## config.mk

```make
export PLATFORM = sky130hd
export DESIGN_NAME = cbus_arbiter_flat
export DESIGN_NICKNAME = d
export VERILOG_FILES = /design/src/rtl/cbus_arbiter_if.sv /design/src/rtl/cbus_arbiter.sv /design/src/flat_wrapper.sv
export SDC_FILE = /design/constraint.sdc
export NUM_CORES = 1
export LEC_CHECK = 0
export CAP_MARGIN = 20
export CORE_AREA = 2 2 132 134
export CTS_BUF_LIST = sky130_fd_sc_hd__clkbuf_8
export CTS_CLUSTER_SIZE = 14
export DETAILED_ROUTE_END_ITERATION = 8
export DIE_AREA = 0 0 134 136
export PLACE_DENSITY = 0.57
export SETUP_SLACK_MARGIN = 0.4
export SLEW_MARGIN = 10
export SYNTH_ARGS = -nofsm -noshare
export SYNTH_HDL_FRONTEND = slang
export SYNTH_SLANG_ARGS = --single-unit
```

## constraint.sdc

```tcl
create_clock -name clk -period 1.6 [get_ports clk]
set_input_delay 0.32 -clock clk [delete_from_list [all_inputs] [get_ports clk]]
set_output_delay 0.32 -clock clk [all_outputs]
set_load 0.02 [all_outputs]
```

## src/rtl/cbus_arbiter_if.sv

```systemverilog
// CBus arbiter bundle: per-requester request/response lanes (flattened, lane i at [i*W +: W])
// plus the single downstream master port. Modport master = arbiter view, slave = environment view.
interface cbus_arbiter_if #(
  parameter int NUM_REQ = 2,
  parameter int ADDR_W  = 32,
  parameter int DATA_W  = 32
);
  localparam int STRB_W = DATA_W / 8;

  logic [NUM_REQ-1:0]        ireq_valid;
  logic [NUM_REQ-1:0]        ireq_is_write;
  logic [3*NUM_REQ-1:0]      ireq_size;
  logic [ADDR_W*NUM_REQ-1:0] ireq_addr;
  logic [STRB_W*NUM_REQ-1:0] ireq_strobe;
  logic [DATA_W*NUM_REQ-1:0] ireq_data;
  logic [4*NUM_REQ-1:0]      ireq_len;
  logic [NUM_REQ-1:0]        iresp_ready;
  logic [NUM_REQ-1:0]        iresp_last;
  logic [DATA_W*NUM_REQ-1:0] iresp_data;

  logic              oreq_valid;
  logic              oreq_is_write;
  logic [2:0]        oreq_size;
  logic [ADDR_W-1:0] oreq_addr;
  logic [STRB_W-1:0] oreq_strobe;
  logic [DATA_W-1:0] oreq_data;
  logic [3:0]        oreq_len;
  logic              oresp_ready;
  logic              oresp_last;
  logic [DATA_W-1:0] oresp_data;

  modport master (
    input  ireq_valid, ireq_is_write, ireq_size, ireq_addr, ireq_strobe, ireq_data, ireq_len,
    output iresp_ready, iresp_last, iresp_data,
    output oreq_valid, oreq_is_write, oreq_size, oreq_addr, oreq_strobe, oreq_data, oreq_len,
    input  oresp_ready, oresp_last, oresp_data
  );

  modport slave (
    output ireq_valid, ireq_is_write, ireq_size, ireq_addr, ireq_strobe, ireq_data, ireq_len,
    input  iresp_ready, iresp_last, iresp_data,
    input  oreq_valid, oreq_is_write, oreq_size, oreq_addr, oreq_strobe, oreq_data, oreq_len,
    output oresp_ready, oresp_last, oresp_data
  );
endinterface

```

## src/rtl/cbus_arbiter.sv

```systemverilog
// Shares one CBus master among NUM_REQ requesters; 1-cycle arbitration, grant locked until the last beat.
// Fixed priority (lowest index) by default; CBUS_ARBITER_ROUND_ROBIN_EN selects round-robin.
module cbus_arbiter #(
  parameter int NUM_REQ = 2,
  parameter int ADDR_W  = 32,
  parameter int DATA_W  = 32
) (
  input  logic               clk,
  input  logic               reset,
  cbus_arbiter_if.master     bus,
  output logic [NUM_REQ-1:0] grant,
  output logic               busy
);
  localparam int STRB_W = DATA_W / 8;
  localparam int SEL_W  = (NUM_REQ > 1) ? $clog2(NUM_REQ) : 1;

  typedef enum logic {IDLE, BUSY} state_t;

  state_t             state_q, state_d;
  logic [SEL_W-1:0]   sel_q, sel_d;
  logic [SEL_W-1:0]   win_idx;

`ifdef CBUS_ARBITER_ROUND_ROBIN_EN
  logic [SEL_W-1:0]   rr_q, rr_d;
  logic [SEL_W-1:0]   cand;
  logic               win_found;

  // Search starts at rr_q and wraps, so the port after the last winner gets first look.
  always_comb begin
    win_idx   = '0;
    cand      = '0;
    win_found = 1'b0;
    for (int i = 0; i < NUM_REQ; i++) begin
      cand = SEL_W'((int'(rr_q) + i) % NUM_REQ);
      if (!win_found && bus.ireq_valid[cand]) begin
        win_idx   = cand;
        win_found = 1'b1;
      end
    end
  end
`else
  always_comb begin
    win_idx = '0;
    for (int i = NUM_REQ - 1; i >= 0; i--) begin
      if (bus.ireq_valid[i]) win_idx = SEL_W'(i);
    end
  end
`endif

  always_comb begin
    state_d = state_q;
    sel_d   = sel_q;
`ifdef CBUS_ARBITER_ROUND_ROBIN_EN
    rr_d    = rr_q;
`endif
    case (state_q)
      IDLE: begin
        if (|bus.ireq_valid) begin
          state_d = BUSY;
          sel_d   = win_idx;
`ifdef CBUS_ARBITER_ROUND_ROBIN_EN
          rr_d    = (win_idx == SEL_W'(NUM_REQ - 1)) ? '0 : win_idx + 1'b1;
`endif
        end
      end
      BUSY: begin
        if (bus.oresp_ready && bus.oresp_last) state_d = IDLE;
      end
      default: state_d = IDLE;
    endcase
  end

  always_ff @(posedge clk) begin
    if (reset) begin
      state_q <= IDLE;
      sel_q   <= '0;
`ifdef CBUS_ARBITER_ROUND_ROBIN_EN
      rr_q    <= '0;
`endif
    end else begin
      state_q <= state_d;
      sel_q   <= sel_d;
`ifdef CBUS_ARBITER_ROUND_ROBIN_EN
      rr_q    <= rr_d;
`endif
    end
  end

  // Pure pass-through mux; a dropped owner valid is forwarded as-is while responses still drain.
  always_comb begin
    bus.oreq_valid    = 1'b0;
    bus.oreq_is_write = 1'b0;
    bus.oreq_size     = '0;
    bus.oreq_addr     = '0;
    bus.oreq_strobe   = '0;
    bus.oreq_data     = '0;
    bus.oreq_len      = '0;
    bus.iresp_ready   = '0;
    bus.iresp_last    = '0;
    bus.iresp_data    = '0;
    grant             = '0;
    busy              = 1'b0;
    if (state_q == BUSY) begin
      bus.oreq_valid    = bus.ireq_valid[sel_q];
      bus.oreq_is_write = bus.ireq_is_write[sel_q];
      bus.oreq_size     = bus.ireq_size[sel_q*3 +: 3];
      bus.oreq_addr     = bus.ireq_addr[sel_q*ADDR_W +: ADDR_W];
      bus.oreq_strobe   = bus.ireq_strobe[sel_q*STRB_W +: STRB_W];
      bus.oreq_data     = bus.ireq_data[sel_q*DATA_W +: DATA_W];
      bus.oreq_len      = bus.ireq_len[sel_q*4 +: 4];
      bus.iresp_ready[sel_q]                = bus.oresp_ready;
      bus.iresp_last[sel_q]                 = bus.oresp_last;
      bus.iresp_data[sel_q*DATA_W +: DATA_W] = bus.oresp_data;
      grant[sel_q]      = 1'b1;
      busy              = 1'b1;
    end
  end
endmodule
```

## src/flat_wrapper.sv

```systemverilog
// flat-port wrapper written by rule: the top's interface ports become plain ports
module cbus_arbiter_flat 
#(
  parameter int NUM_REQ = 2,
  parameter int ADDR_W  = 32,
  parameter int DATA_W  = 32
)
  (clk, reset, grant, busy, bus_ireq_valid, bus_ireq_is_write, bus_ireq_size, bus_ireq_addr, bus_ireq_strobe, bus_ireq_data, bus_ireq_len, bus_iresp_ready, bus_iresp_last, bus_iresp_data, bus_oreq_valid, bus_oreq_is_write, bus_oreq_size, bus_oreq_addr, bus_oreq_strobe, bus_oreq_data, bus_oreq_len, bus_oresp_ready, bus_oresp_last, bus_oresp_data);
  cbus_arbiter_if #(.NUM_REQ(NUM_REQ), .ADDR_W(ADDR_W), .DATA_W(DATA_W)) bus_i ();
  input  logic clk;
  input  logic reset;
  output logic [NUM_REQ-1:0] grant;
  output logic busy;
  input wire logic [$bits(bus_i.ireq_valid)-1:0] bus_ireq_valid;
  input wire logic [$bits(bus_i.ireq_is_write)-1:0] bus_ireq_is_write;
  input wire logic [$bits(bus_i.ireq_size)-1:0] bus_ireq_size;
  input wire logic [$bits(bus_i.ireq_addr)-1:0] bus_ireq_addr;
  input wire logic [$bits(bus_i.ireq_strobe)-1:0] bus_ireq_strobe;
  input wire logic [$bits(bus_i.ireq_data)-1:0] bus_ireq_data;
  input wire logic [$bits(bus_i.ireq_len)-1:0] bus_ireq_len;
  output wire logic [$bits(bus_i.iresp_ready)-1:0] bus_iresp_ready;
  output wire logic [$bits(bus_i.iresp_last)-1:0] bus_iresp_last;
  output wire logic [$bits(bus_i.iresp_data)-1:0] bus_iresp_data;
  output wire logic [$bits(bus_i.oreq_valid)-1:0] bus_oreq_valid;
  output wire logic [$bits(bus_i.oreq_is_write)-1:0] bus_oreq_is_write;
  output wire logic [$bits(bus_i.oreq_size)-1:0] bus_oreq_size;
  output wire logic [$bits(bus_i.oreq_addr)-1:0] bus_oreq_addr;
  output wire logic [$bits(bus_i.oreq_strobe)-1:0] bus_oreq_strobe;
  output wire logic [$bits(bus_i.oreq_data)-1:0] bus_oreq_data;
  output wire logic [$bits(bus_i.oreq_len)-1:0] bus_oreq_len;
  input wire logic [$bits(bus_i.oresp_ready)-1:0] bus_oresp_ready;
  input wire logic [$bits(bus_i.oresp_last)-1:0] bus_oresp_last;
  input wire logic [$bits(bus_i.oresp_data)-1:0] bus_oresp_data;
  assign bus_i.ireq_valid = bus_ireq_valid;
  assign bus_i.ireq_is_write = bus_ireq_is_write;
  assign bus_i.ireq_size = bus_ireq_size;
  assign bus_i.ireq_addr = bus_ireq_addr;
  assign bus_i.ireq_strobe = bus_ireq_strobe;
  assign bus_i.ireq_data = bus_ireq_data;
  assign bus_i.ireq_len = bus_ireq_len;
  assign bus_iresp_ready = bus_i.iresp_ready;
  assign bus_iresp_last = bus_i.iresp_last;
  assign bus_iresp_data = bus_i.iresp_data;
  assign bus_oreq_valid = bus_i.oreq_valid;
  assign bus_oreq_is_write = bus_i.oreq_is_write;
  assign bus_oreq_size = bus_i.oreq_size;
  assign bus_oreq_addr = bus_i.oreq_addr;
  assign bus_oreq_strobe = bus_i.oreq_strobe;
  assign bus_oreq_data = bus_i.oreq_data;
  assign bus_oreq_len = bus_i.oreq_len;
  assign bus_i.oresp_ready = bus_oresp_ready;
  assign bus_i.oresp_last = bus_oresp_last;
  assign bus_i.oresp_data = bus_oresp_data;
  cbus_arbiter #(.NUM_REQ(NUM_REQ), .ADDR_W(ADDR_W), .DATA_W(DATA_W)) u_core (.clk(clk), .reset(reset), .bus(bus_i), .grant(grant), .busy(busy));
endmodule
```

==> results.sh, run 1 <==
export IMPL_fp_dieH_um=136
export IMPL_p_sw_share_pct=40.2
export IMPL_power_frac_comb_pct=89.6
export IMPL_holdCritPathClass="in -> reg"
export IMPL_multiInputGateArea_sq_um=2380
export IMPL_worst_r2r_endpoint="u_core.sel_q"
export IMPL_grt_max_degree=33
export IMPL_yosysWarnings=0
export IMPL_grt_usage_pct=11.8
export IMPL_seq_area_sq_um=47.5
export IMPL_final_max_slew_viol_count=0
export IMPL_ff2ff_path_depth=5
export IMPL_grt_overflow_total=0
export IMPL_syn_area_sq_um=1810
export IMPL_cts_path_max_buffers=2
export IMPL_final_cells=859
export IMPL_hold_path_depth=2
export IMPL_area_growth_pct=262
export IMPL_antenna_cells=0
export IMPL_max_slew_margin_pct=83.3
export IMPL_cap_violations=0
export IMPL_viasPerCell=3.89
export IMPL_final_common_cell="clkdlybuf4s50_1"
export IMPL_rsz0062_at_grt="yes"
export IMPL_finalHoldViolCount=0
export IMPL_pin_count=338
export IMPL_crit_fanout=11
export IMPL_die_area_sq_um=18200
export IMPL_skew_ns=0.00189
export IMPL_drive_above_1_share_pct=65.0
export IMPL_die_w_um=134
export IMPL_grt_busiest_layer="met2"
export IMPL_grt_use_met1_pct=12.1
export IMPL_seq_area_frac_synth_pct=2.21
export IMPL_r2r_setup_slack_ns=0.46
export IMPL_nFillCells=1684
export IMPL_status="finished with violations"
export IMPL_hpwlAfterDp_mm=10.1
export IMPL_ir_drop_v=0.000211
export IMPL_cts_root_buf="clkbuf_8"
export IMPL_setup_viol=112
export IMPL_violations="negative setup slack"
export IMPL_synth_cells=260
export IMPL_drc=0
export IMPL_drt_iter0_drc=34
export IMPL_portBuffers=337
export IMPL_vias=3343
export IMPL_p_int_uw=1470
export IMPL_yosysUniqueCellTypes=18
export IMPL_clock_sinks=2
export IMPL_cts_buffers=3
export IMPL_pre_cts_slack_ns=-0.393
export IMPL_critical_path_required_ns=1.28
export IMPL_placed_area_sq_um=6230
export IMPL_max_slew_worst_pin_slew_ns=0.248
export IMPL_wire_per_inst_um=14.4
export IMPL_worstSetupPathType="reg -> out"
export IMPL_start_util_pct=10.7
export IMPL_power_total_uw=2450
export IMPL_crit_path_end_kind="primary output"
export IMPL_totalWireLength_mm=12.4
export IMPL_post_route_period_util_pct=109
export IMPL_dp_cells=828
export IMPL_yosysTopAreaCell="mux2i_1"
export IMPL_fin_area_sq_um=6550
export IMPL_grtUsageMet2_pct=23.8
export IMPL_antenna_left=0
export IMPL_cts_tree="yes"
export IMPL_reg2reg_from="u_core.sel_q"
export IMPL_p_per_area_nw_per_um2=374
export IMPL_finalNetCount=826
export IMPL_final_util_pct=38.8
export IMPL_p_switching_uw=986
export IMPL_cp_data_arrival_time_ns=1.42
export IMPL_core_area_sq_um=16900
export IMPL_power_leakage_uw=0.00272
export IMPL_clk_pin_slew_ns=0.03
export IMPL_synth_nets=450
export IMPL_setup_slack_ns=-0.143
export IMPL_clock_latency_ns=0.21
export IMPL_place_congestion=0.779
export IMPL_min_to="u_core.sel_q"
export IMPL_yosysTopAreaCellShare_pct=42.6
export IMPL_firstDrtPassIters=4
export IMPL_min_delay_start="reset"
export IMPL_min_period_ns=1.74
export IMPL_pwr_share_clk_pct=7.9
export IMPL_layout_common_cells="clkdlybuf4s50_1 (189), nor2_2 (68), buf_6 (60)"
export IMPL_clock_fmax_ghz=0.574
export IMPL_grt_antenna_before_repair=0
export IMPL_grt_pass1_wl_mm=17.3
export IMPL_grt_pass1_vias=3374
export IMPL_rows=48
export IMPL_postSynthAreaPerCell_sq_um=6.96
export IMPL_start_kind="flip-flop"
export IMPL_seqPwrFrac_pct=2.5
export IMPL_synthTopCellsByArea="mux2i_1 (43%), nor2_1 (16%), and3_1 (12%)"
export IMPL_use_met3_pct=3.62
export IMPL_ys_ff_latch=2
export IMPL_ctsHtreeMaxLevel=1
[stage by stage]
stage               setup TNS, ns  hold slack (ns)
global placement           -41.89            0.685
CTS                        -15.10            0.694
finish                      -6.70            0.698
detailed placement         -42.48            0.707
floorplan                       0            0.386
global route               -13.29            0.717
[metal layers]
| layer | wire, um | vias to the layer above |
|---|---|---|
| met4 | 142 | 0 |
| met2 | 6750 | 201 |
| met5 | 0 | - |
| met1 | 4250 | 1500 |
| li1 | - | 1632 |
| met3 | 1210 | 10 |
[power by group through the flow]
| stage | clock network (uW) | logic [uW] | registers [uW] |
|---|---|---|---|
| floorplan | 0 | 973 | 60.9 |
| global placement | 0 | 2020 | 61.4 |
| detailed placement | 0 | 2040 | 61.9 |
| CTS | 199 | 1990 | 61.9 |
| global route | 210 | 2320 | 63.0 |
| finish | 193 | 2200 | 62.0 |
[kinds of logic (layout without fill, tap and decap cells)]
logic type | after synthesis | in the layout | synth area share (%)
mux | 77 | 77 | 42.6
flops | 2 | 2 | 2.21
compound gates | 2 | 2 | 1.31
buf+inv | 30 | 404 | 12.8
simple gates | 149 | 149 | 41.1
[worst max path at each step]
stage	slack, ns	to	start	depth (start not counted)
global route	-0.20	bus_oreq_data[13]	u_core.sel_q	6
detailed placement	-0.39	bus_oreq_data[8]	bus_ireq_data[8]	5
floorplan	0.24	bus_oreq_data[26]	u_core.sel_q	5
finish	-0.14	bus_iresp_data[27]	u_core.sel_q	7
global placement	-0.40	bus_oreq_data[8]	bus_ireq_data[8]	5
CTS	-0.25	bus_oreq_strobe[0]	u_core.sel_q	5
[area by class of cell]
cell class,instances,area share [%]
Timing Repair Buffer,399,57.9
Multi-Input combinational cell,228,36.3
Tap cell,225,4.30
Sequential cell,2,0.726
Clock buffer,3,0.630
Inverter,2,0.153
[cells in the mapped netlist]
cell type	n
nor2_1	78
mux2i_1	77
and3_1	35
and2_1	33
clkbuf_1	8
buf_12	5
buf_4	5
clkbuf_2	5
buf_2	4
dfxtp_1	2
a221oi_2	1
a311oi_1	1
buf_6	1
inv_1	1
inv_2	1
nand2b_1	1
nor2b_4	1
nor3_1	1
[critical path, cell delays in order, from the launching register on]
cell,delay [ns]
dfxtp_4,0.35
buf_12,0.15
nor2b_4,0.14
buf_6,0.12
buf_12,0.11
buf_6,0.10
and2_4,0.13
buf_6,0.11
[flip-flops by register name, indices dropped and copies added (netlist names)]
register,flops
u_core.sel_q,1
u_core.state_q,1
[timing repair]
item / CTS / global route
gates resized for setup: 498 / 265
buffers inserted: 6 / 20
setup endpoints to repair: 148 / 149
cloned: 1 / 1
hold buffers: 0 / 0
Power figures use the tool's default switching activity.
==> run 2, diff against run 1 <==
--- a/config.mk
+++ b/config.mk
@@ -6,12 +6,12 @@
 export NUM_CORES = 1
 export LEC_CHECK = 0
 export CAP_MARGIN = 20
-export CORE_AREA = 2 2 132 134
+export CORE_AREA = 5 5 128 130
 export CTS_BUF_LIST = sky130_fd_sc_hd__clkbuf_8
 export CTS_CLUSTER_SIZE = 14
 export DETAILED_ROUTE_END_ITERATION = 8
-export DIE_AREA = 0 0 134 136
-export PLACE_DENSITY = 0.57
+export DIE_AREA = 0 0 133 135
+export PLACE_DENSITY = 0.61
 export SETUP_SLACK_MARGIN = 0.4
 export SLEW_MARGIN = 10
 export SYNTH_ARGS = -nofsm -noshare
==> run 2 against run 1 <==
The run still ends with negative setup slack left. Non-clock buffer count increased by 30. Die area shrank 1.5%. Combinational power is 23% higher. Utilization up 12 points. Critical path depth is 2 higher. Maximum frequency shrank 8.5%. Wire length is 28% higher. Design area rose by 16%. Critical endpoint is now bus_iresp_data[18]. Largest cell class unchanged.
==> results.sh, run 2 (synthesized netlist as in run 1, its figures left out) <==
export IMPL_grt_pass1_wl_mm=20.7
export IMPL_clock_sinks=2
export IMPL_drc=0
export IMPL_ctsHtreeMaxLevel=1
export IMPL_crit_fanout=5
export IMPL_cts_tree="yes"
export IMPL_final_util_pct=50.7
export IMPL_slowest_stage="dfxtp_4"
export IMPL_max_slew_margin_pct=84.1
export IMPL_totalWireLength_mm=15.8
export IMPL_portBuffers=337
export IMPL_critical_path_required_ns=1.28
export IMPL_layout_common_cells="clkdlybuf4s50_1 (188), buf_6 (128), nor2_2 (68)"
export IMPL_start_kind="flip-flop"
export IMPL_grt_antenna_before_repair=2
export IMPL_r2r_setup_slack_ns=0.31
export IMPL_worstSetupPathType="reg -> out"
export IMPL_setup_slack_ns=-0.305
export IMPL_hold_path_depth=2
export IMPL_cpMostUsedCell="buf_6"
export IMPL_ir_drop_v=0.000222
export IMPL_reg2reg_from="u_core.sel_q"
export IMPL_drive_above_1_share_pct=68.1
export IMPL_grt_max_degree=44
export IMPL_status="finished with violations"
export IMPL_antenna_left=0
export IMPL_crit_path_end_kind="primary output"
export IMPL_placed_area_sq_um=6120
export IMPL_skew_ns=0.000455
export IMPL_pin_count=338
export IMPL_fin_area_sq_um=7630
export IMPL_min_period_ns=1.90
export IMPL_core_area_sq_um=15000
export IMPL_violations="negative setup slack"
export IMPL_nFillCells=1342
export IMPL_crit_chain="buf_12 > nor2b_4 > buf_6 > buf_12 > buf_8 > buf_6 > buf_6 > and2_4 > buf_6"
export IMPL_grt_usage_pct=14.4
export IMPL_p_per_area_nw_per_um2=389
export IMPL_setup_viol=140
export IMPL_die_area_sq_um=18000
export IMPL_cts_path_max_buffers=2
export IMPL_holdCritPathClass="in -> reg"
export IMPL_post_route_period_util_pct=119
export IMPL_power_leakage_uw=0.00313
export IMPL_vias=3538
export IMPL_final_common_cell="clkdlybuf4s50_1"
export IMPL_final_max_slew_viol_count=0
export IMPL_worst_r2r_endpoint="u_core.sel_q"
export IMPL_cap_violations=0
export IMPL_clk_pin_slew_ns=0.03
export IMPL_dp_cells=785
export IMPL_final_cells=855
export IMPL_firstDrtPassIters=4
export IMPL_cts_buffers=3
export IMPL_cp_top_family="buffers and inverters"
export IMPL_crit_buf_inv=7
export IMPL_area_growth_pct=322
export IMPL_rows=45
export IMPL_rsz0062_at_grt="yes"
export IMPL_ff2ff_path_depth=7
export IMPL_reg_largest_list="u_core.sel_q x1, u_core.state_q x1"
export IMPL_finalHoldViolCount=0
export IMPL_hpwlAfterDp_mm=11.6
export IMPL_clock_latency_ns=0.21
export IMPL_grt_pass1_vias=3710
export IMPL_grt_overflow_total=0
export IMPL_min_to="u_core.sel_q"
export IMPL_fp_dieH_um=135
export IMPL_max_slew_worst_pin_slew_ns=0.239
export IMPL_cp_data_arrival_time_ns=1.58
export IMPL_drt_iter0_drc=41
export IMPL_min_delay_start="reset"
export IMPL_wire_per_inst_um=18.4
export IMPL_place_congestion=0.767
export IMPL_viasPerCell=4.14
export IMPL_finalNetCount=857
export IMPL_cp_slowest_stage_delay_ns=0.40
export IMPL_start_util_pct=12.0
export IMPL_clock_fmax_ghz=0.525
export IMPL_cts_root_buf="clkbuf_8"
export IMPL_die_w_um=133
## run 2: worst max path at each step
stage                         endpoint  slack [ns]         startpoint  cells after the start
floorplan            bus_oreq_data[26]        0.24       u_core.sel_q                      5
global placement     bus_oreq_data[26]       -0.42  bus_ireq_data[58]                      4
detailed placement   bus_oreq_data[26]       -0.40  bus_ireq_data[58]                      4
CTS                   bus_oreq_addr[4]       -0.50       u_core.sel_q                      4
global route        bus_iresp_data[14]       -0.34       u_core.sel_q                      9
finish              bus_iresp_data[18]       -0.30       u_core.sel_q                      9
## run 2: per-stage QoR
| stage | hold slack [ns] | setup slack (ns) | TNS (ns) | power [uW] |
|---|---|---|---|---|
| floorplan | 0.386 | 0.240 | 0 | 1030 |
| global placement | 0.678 | -0.417 | -42.19 | 2080 |
| detailed placement | 0.664 | -0.400 | -43.18 | 2090 |
| CTS | 0.713 | -0.496 | -38.67 | 2580 |
| global route | 0.731 | -0.344 | -25.21 | 3100 |
| finish | 0.715 | -0.305 | -17.73 | 2970 |
## run 2: repair_timing
item / CTS / global route
pin swaps: 1 / 9
resized for setup: 487 / 416
cloned: 7 / 10
setup endpoints to repair: 148 / 149
hold buffers: 0 / 0
setup buffers: 25 / 23
## run 2: area by class of cell
cell class / count / area, sq um / share of cell area (%)
antenna: 2 / 5.00 / 0.0656
clock buffer: 3 / 41.3 / 0.541
inverter: 2 / 27.5 / 0.361
multi-input combinational: 228 / 2540 / 33.3
sequential: 2 / 47.5 / 0.623
tap: 188 / 235 / 3.08
timing repair buffer: 429 / 4720 / 61.9
timing repair inverter: 1 / 6.26 / 0.0820
## run 2: worst reg2reg max path: cells and delay by family (launching register included)
kind	cells	cell delay, ns
buf+inv	6	0.61
flops	1	0.40
compound gates	1	0.19
## run 2: report_power, final
part           internal [uW]  switching, uW
sequential              53.8           7.37
combinational           1610           1100
clock                    159           38.0
## run 2: metal layers
metal / GRT usage (%) / vias up / wire [um]
met5: 0 / - / 0
met4: 4.33 / 0 / 324
met3: 4.02 / 22 / 1300
met2: 28.0 / 200 / 8680
met1: 14.9 / 1606 / 5460
li1: - / 1710 / -
